--- config.mk ---
export PLATFORM = sky130hd
export DESIGN_NAME = mem_access_unit
export DESIGN_NICKNAME = d
export VERILOG_FILES = /design/src/rtl/mem_access_unit_pkg.sv /design/src/rtl/mem_access_unit_timeout_cnt.sv /design/src/rtl/mem_access_unit.sv
export SDC_FILE = /design/constraint.sdc
export NUM_CORES = 1
export LEC_CHECK = 0
export ABC_AREA = 1
export BUFFER_PORTS_ARGS = -buffer_cell sky130_fd_sc_hd__buf_2
export CAP_MARGIN = 30
export CORE_UTILIZATION = 42
export DETAILED_ROUTE_END_ITERATION = 16
export GPL_TIMING_DRIVEN = 0
export PLACE_DENSITY = 0.86
export SLEW_MARGIN = 20
export SYNTH_ARGS = -nofsm -noshare
export SYNTH_HDL_FRONTEND = slang
export SYNTH_HIERARCHICAL = 1
export SYNTH_SLANG_ARGS = --single-unit
export TNS_END_PERCENT = 30
--- constraint.sdc ---
create_clock -name clk -period 3.8 [get_ports clk]
set_input_delay 1.14 -clock clk [delete_from_list [all_inputs] [get_ports clk]]
set_output_delay 1.14 -clock clk [all_outputs]
set_load 0.01 [all_outputs]
--- src/rtl/mem_access_unit_pkg.sv ---
// Shared types and constants for the MEM-stage data-memory sequencer.
package mem_access_unit_pkg;

  // MEM_ctrl bit positions, shared with the decoder and the EX/MEM register
  localparam int MEM_CTRL_READ  = 1;
  localparam int MEM_CTRL_WRITE = 0;

  localparam int TIMEOUT_DEF = 16;

  typedef enum logic [1:0] {
    IDLE = 2'd0,
    BUSY = 2'd1,
    DONE = 2'd2
  } mau_state_e;

  typedef struct packed {
    logic        we;
    logic [31:0] addr;
    logic [31:0] wdata;
  } bus_req_t;

  function automatic logic is_word_aligned(input logic [31:0] a);
    return (a[1:0] == 2'b00);
  endfunction

endpackage

--- src/rtl/mem_access_unit_timeout_cnt.sv ---
// Busy-cycle watchdog: counts cycles without ack, flags the last allowed one.
module mem_timeout_cnt #(
  parameter int TIMEOUT = 16
) (
  input  logic clk,
  input  logic rst,
  input  logic clr,
  input  logic en,
  output logic expire
);
  localparam int CW = $clog2(TIMEOUT) + 1;

  logic [CW-1:0] cnt;

  always_ff @(posedge clk or posedge rst) begin
    if (rst)      cnt <= '0;
    else if (clr) cnt <= '0;
    else if (en)  cnt <= cnt + 1'b1;
  end

  assign expire = (cnt == CW'(TIMEOUT - 1));

endmodule

--- src/rtl/mem_access_unit.sv ---
// MEM-stage sequencer: one req/ack word transfer per instruction, stalls the
// upstream pipeline until the access is done.
module mem_access_unit
  import mem_access_unit_pkg::*;
#(
  parameter int TIMEOUT = TIMEOUT_DEF
) (
  input  logic        clk,
  input  logic        rst,
  input  logic        flush_i,
  input  logic [1:0]  MEM_ctrl_i,
  input  logic [31:0] addr_i,
  input  logic [31:0] wdata_i,
  output logic        stall_o,
  output logic [31:0] rdata_o,
  output logic        err_o,
  output logic        mem_req_o,
  output logic        mem_we_o,
  output logic [31:0] mem_addr_o,
  output logic [31:0] mem_wdata_o,
  input  logic        mem_ack_i,
  input  logic [31:0] mem_rdata_i
);

  mau_state_e state;
  logic       drop_q;
  logic       acc, is_wr, start, drop_now, expire;

  assign acc      = MEM_ctrl_i[MEM_CTRL_READ] | MEM_ctrl_i[MEM_CTRL_WRITE];
  assign is_wr    = MEM_ctrl_i[MEM_CTRL_WRITE];
  assign start    = (state == IDLE) && acc && !flush_i;
  assign drop_now = drop_q | flush_i;
  assign stall_o  = start || (state == BUSY);

  mem_timeout_cnt #(.TIMEOUT(TIMEOUT)) u_tmo (
    .clk    (clk),
    .rst    (rst),
    .clr    (start),
    .en     ((state == BUSY) && !mem_ack_i),
    .expire (expire)
  );

  always_ff @(posedge clk or posedge rst) begin
    if (rst) begin
      state       <= IDLE;
      drop_q      <= 1'b0;
      err_o       <= 1'b0;
      mem_req_o   <= 1'b0;
      mem_we_o    <= 1'b0;
      mem_addr_o  <= '0;
      mem_wdata_o <= '0;
      rdata_o     <= '0;
    end else begin
      err_o <= 1'b0;
      case (state)
        IDLE: begin
          if (start) begin
            if (is_word_aligned(addr_i)) begin
              state       <= BUSY;
              drop_q      <= 1'b0;
              mem_req_o   <= 1'b1;
              mem_we_o    <= is_wr;
              // bus is word addressed
              mem_addr_o  <= {2'b00, addr_i[31:2]};
              mem_wdata_o <= wdata_i;
            end else begin
              state <= DONE;
              err_o <= 1'b1;
            end
          end
        end
        BUSY: begin
          if (flush_i) drop_q <= 1'b1;
          if (mem_ack_i) begin
            mem_req_o <= 1'b0;
            if (!mem_we_o && !drop_now) rdata_o <= mem_rdata_i;
            state <= drop_now ? IDLE : DONE;
          end else if (expire) begin
            mem_req_o <= 1'b0;
            // a squashed instruction leaves no trace, not even an error
            if (drop_now) begin
              state <= IDLE;
            end else begin
              rdata_o <= '0;
              err_o   <= 1'b1;
              state   <= DONE;
            end
          end
        end
        DONE:    state <= IDLE;
        default: state <= IDLE;
      endcase
    end
  end

endmodule

# After elaboration in Yosys (flattened, before gate mapping)
# Cells that the tools add are included.
word_totals:
  wordCells: 66
  inputBits: 102
  reg_bits: 105
  output_inout_bits: 100
op_classes:
  n_mux: 27
  reduce_logical: 19
  n_addsub: 1
  eq_ne: 8
  bitwise_logic: 2
op_table:
  columns: ["operator", "count"]
  rows:
  - ["$mux W32", 4]
  - ["$mux W1", 12]
  - ["$reduce_and A4 Y1", 3]
  - ["$mux W2", 5]
  - ["$mux W5", 2]
  - ["$ne A2 B2 Y1 const B", 3]
  - ["$pmux W1 S2", 3]
  - ["$reduce_bool A2 Y1", 3]
  - ["$add A5 B1 Y5 const B", 1]
  - ["$eq A5 B4 Y1 const B", 1]
  - ["$logic_and A1 B1 Y1", 4]
  - ["$logic_not A1 Y1", 4]
  - ["$logic_not A2 Y1", 2]
  - ["$ne A2 B1 Y1 const B", 2]
  - ["$pmux W2 S2", 1]
  - ["$ne A3 B3 Y1 const B", 1]
  - ["$reduce_and A3 Y1", 1]
  - ["$eq A2 B1 Y1 const B", 1]
  - ["$or A1 B1 Y1", 2]
  - ["$reduce_and A2 Y1", 1]
  - ["$logic_or A1 B1 Y1", 1]

# Logic depth before layout (Yosys ltp)
depth:
  depth_word: 5
  mapped_depth: 9
  ltp_nobuf: 9

# By module
# Netlist, hierarchy kept.
modules_own_cells:
  columns: ["module", "seq_area_each_um2", "n_inst", "cells_per_inst", "area_each_um2"]
  rows:
  - ["mem_access_unit", 2502.4, 1, 455, 4126.5]
  - ["mem_timeout_cnt", 125.1, 1, 32, 267.8]

# Worst setup path after synthesis
# OpenSTA, ideal clock, no wires.
synth_timing:
  path_kind: "input-to-output"
  startpoint: "input port MEM_ctrl_i[0]"
  endpoint: "output port stall_o"
  setup_slack_ps: 1197
  required_time_ps: 2660
  arrival_ps: 1463
  n_path_buf: 0
  cell_stages: 4
  cell_sequence: "nor2_1 > nor2_1 > nand2_2 > nand2_1"
synth_between:
  elab_chain_len: 4
synth_rtl:
  columns: ["element", "line_no", "source"]
  rows:
  - ["start: declaration", "mem_access_unit.sv:11", "input logic [1:0] MEM_ctrl_i,"]
  - ["$or A1 B1 Y1", "mem_access_unit.sv:29", "assign acc = MEM_ctrl_i[MEM_CTRL_READ] | MEM_ctrl_i[MEM_CTRL_WRITE];"]
  - ["$logic_and A1 B1 Y1 (2 in series)", "mem_access_unit.sv:31", "assign start = (state == IDLE) && acc && !flush_i;"]
  - ["$logic_or A1 B1 Y1", "mem_access_unit.sv:33", "assign stall_o = start || (state == BUSY);"]
  - ["end: declaration", "mem_access_unit.sv:14", "output logic stall_o,"]
# Every way passes these cells.

# Final worst setup path
# Ends and elaborated chain as after synthesis.

==> reports/metrics.cfg <==
[clocking]
cts_resized = 0
htreeDepth = 3
cts_buffers = 9
path_clk_slew_ps = 90
cts_tree = yes
clockRootBuffer = clkbuf_8
clock-sinks = 105
worstSkewPairLatency_ps = 350
cts_setup_buffers = 0
holdBufCountCts = 0
clockBufferDepth = 2

[sta]
post-route-period-util_pct = 76.1
hold_viol = 0
clock_skew_ps = 15.0
slew_viol_final = 0
finalSetupViolCount = 0
fmax_mhz = 346
tns_ps = 0
min_period_ps = 2890
rsz0062_at_grt = no

[setup_path]
cp_slowest_stage_delay_ps = 150
timing.critical_path.cells = buf_2, nor2_1, nor2_1, nand2_2, nand2_1, buf_2
start_kind = input port
cpMaxStageDelayCell = nor2_1
crit_type = in2out
critPathArrivalTime_ps = 1750
endpoint_kind = primary output
cp_max_fo = 4
cp_data_required_time_ps = 2660

[synthesis]
ys_ff_latch = 105
synth_cell_types = 23
synth_top_area_cell = dfrtp_1
async_flop_share_pct = 100
syn_inst = 487
synth-edff-count = 0
syn_area_mm2 = 0.00439
synth.avg_cell_area_um2 = 9.02
netlist.area_leader.share_pct = 59.8
synth_flop_cell = dfrtp_1
yosysWarnings = 6
synth_area_leaders = dfrtp_1 (60%), nand2_1 (18%), nand4_1 (4.6%)
yosysSeqAreaShare_pct = 59.8

[cells_and_area]
utilization_pct = 57.8
fin_cells = 835
antenna_cells = 0
final_cell_mix = nand2_1 (206), buf_2 (206), dfrtp_1 (105)
nets = 802
drive_above_1_share_pct = 35.8
area_delta_synth_final_pct = 31.0

[flow_run]
maxCapViolCount = 0

[route]
routed_wl_mm = 11.1
viasPerCell = 4.72
drt-pass1-iter-count = 4
ant_nets = 0
detail_route.drc_violations = 0
vias = 3945
first_iter_violations = 258
detail_route.wl_per_cell_um = 13.2

[floorplanning]
fp.dieH_um = 104
die_w_um = 104
core_mm2 = 0.00995
io_pins = 202
fp.dieArea_mm2 = 0.0109
rows = 36
initial_core_util_pct = 44.1

[placement]
gp_congestion = 0.830
dp.cells = 820
dp.final_hpwl_mm = 8.37
io_buffers = 198

[power_and_ir_drop]
combPwrFrac_pct = 36.0
max-vdd-ir-drop_v = 0.000272
pwr-share-clk_pct = 16.1
cellInternalPower_mw = 2.41
seqPwrFrac_pct = 48.0
power_density_mw_per_mm2 = 666
power_switching_mw = 1.43
swShare_pct = 37.2
p_leak_nw = 3.31
total_power_mw = 3.84

[global_routing]
overflow = 0
grt_pass1_wl_mm = 18.2
grt_antenna_before_repair = 1
grt.total_usage_pct = 20.8
grt_max_degree = 53
grt_pass1_vias = 3815

[run_status]
status = completed

[worst_hold_path]
hp-class = reg2reg

registers in the layout (all words and copies together), names as in the netlist:
name / cells
mem_wdata_o: 32
state: 2
u_tmo/cnt: 5
mem_we_o: 1
drop_q: 1
err_o: 1
mem_addr_o: 30
rdata_o: 32
mem_req_o: 1
layer usage:
layer / part of all wire, % / global-route usage (%)
met5: 0.12 / 0
met4: 1.7 / 5.92
met3: 5.4 / 3.76
met2: 50 / 35.6
met1: 43 / 26.8
Yosys cell counts, types with 3 or more instances:
cell / n
a21oi_1: 6
buf_2: 8
buf_4: 3
buf_6: 15
clkbuf_1: 3
dfrtp_1: 105
inv_1: 48
nand2_1: 206
nand3_1: 4
nand4_1: 32
nor2_1: 7
nor2_2: 3
o21ai_0: 22
o21ai_1: 14
path summary, 6_finish.rpt:
path,to,slack (ps),cells past startpoint,startpoint
max in group asynchronous,mem_addr_o[24],2390,3,rst
hold / removal,mem_addr_o[1],470,2,mem_addr_o[1]
min in group asynchronous,u_tmo/cnt[4],710,2,rst
setup / recovery,stall_o,910,6,MEM_ctrl_i[0]
hold reg to reg,mem_addr_o[1],470,2,mem_addr_o[1]
setup reg to reg,rdata_o[18],2010,9,u_tmo/cnt[1]
cell families after synthesis:
logic type | share of synthesized area (%)
simple gates | 24.9
flops | 59.8
buf+inv | 9.71
compound gates | 4.98
fa+ha+maj | 0.569
other cells | 0.0853
worst max-delay path: cells and delay by family:
family / cells / cell delay [ps]
buffers and inverters: 2 / 250
AND/OR/NAND/NOR: 4 / 360
power by group through the flow:
stage,logic [mW],registers (mW),clock network (mW)
after floorplan,0.485,2.07,0
after global placement,1.34,1.83,0
after detailed placement,1.40,1.85,0
after CTS,1.40,1.84,0.641
after global routing,1.54,1.90,0.682
final,1.38,1.84,0.616
metrics by stage:
stage          hold slack (ps)  area [µm²]  setup slack [ps]
2_1_floorplan              453        4400              41.2
6_report                   472        5760               909
4_1_cts                    478        5760               904
5_1_grt                    498        5760               851
3_5_place_dp               453        5590               904
3_3_place_gp               449        5560             -1180
cell type report:
cell class / instances / area (µm²)
Sequential cell: 105 / 2630
Buffer: 29 / 243
Clock buffer: 10 / 128
Inverter: 49 / 189
Clock inverter: 5 / 40.0
Fill cell: 918 / 4200
Tap cell: 133 / 166
Multi-Input combinational cell: 305 / 1340
Timing Repair Buffer: 199 / 1020
No activity file was read; power rests on OpenSTA's default activity.
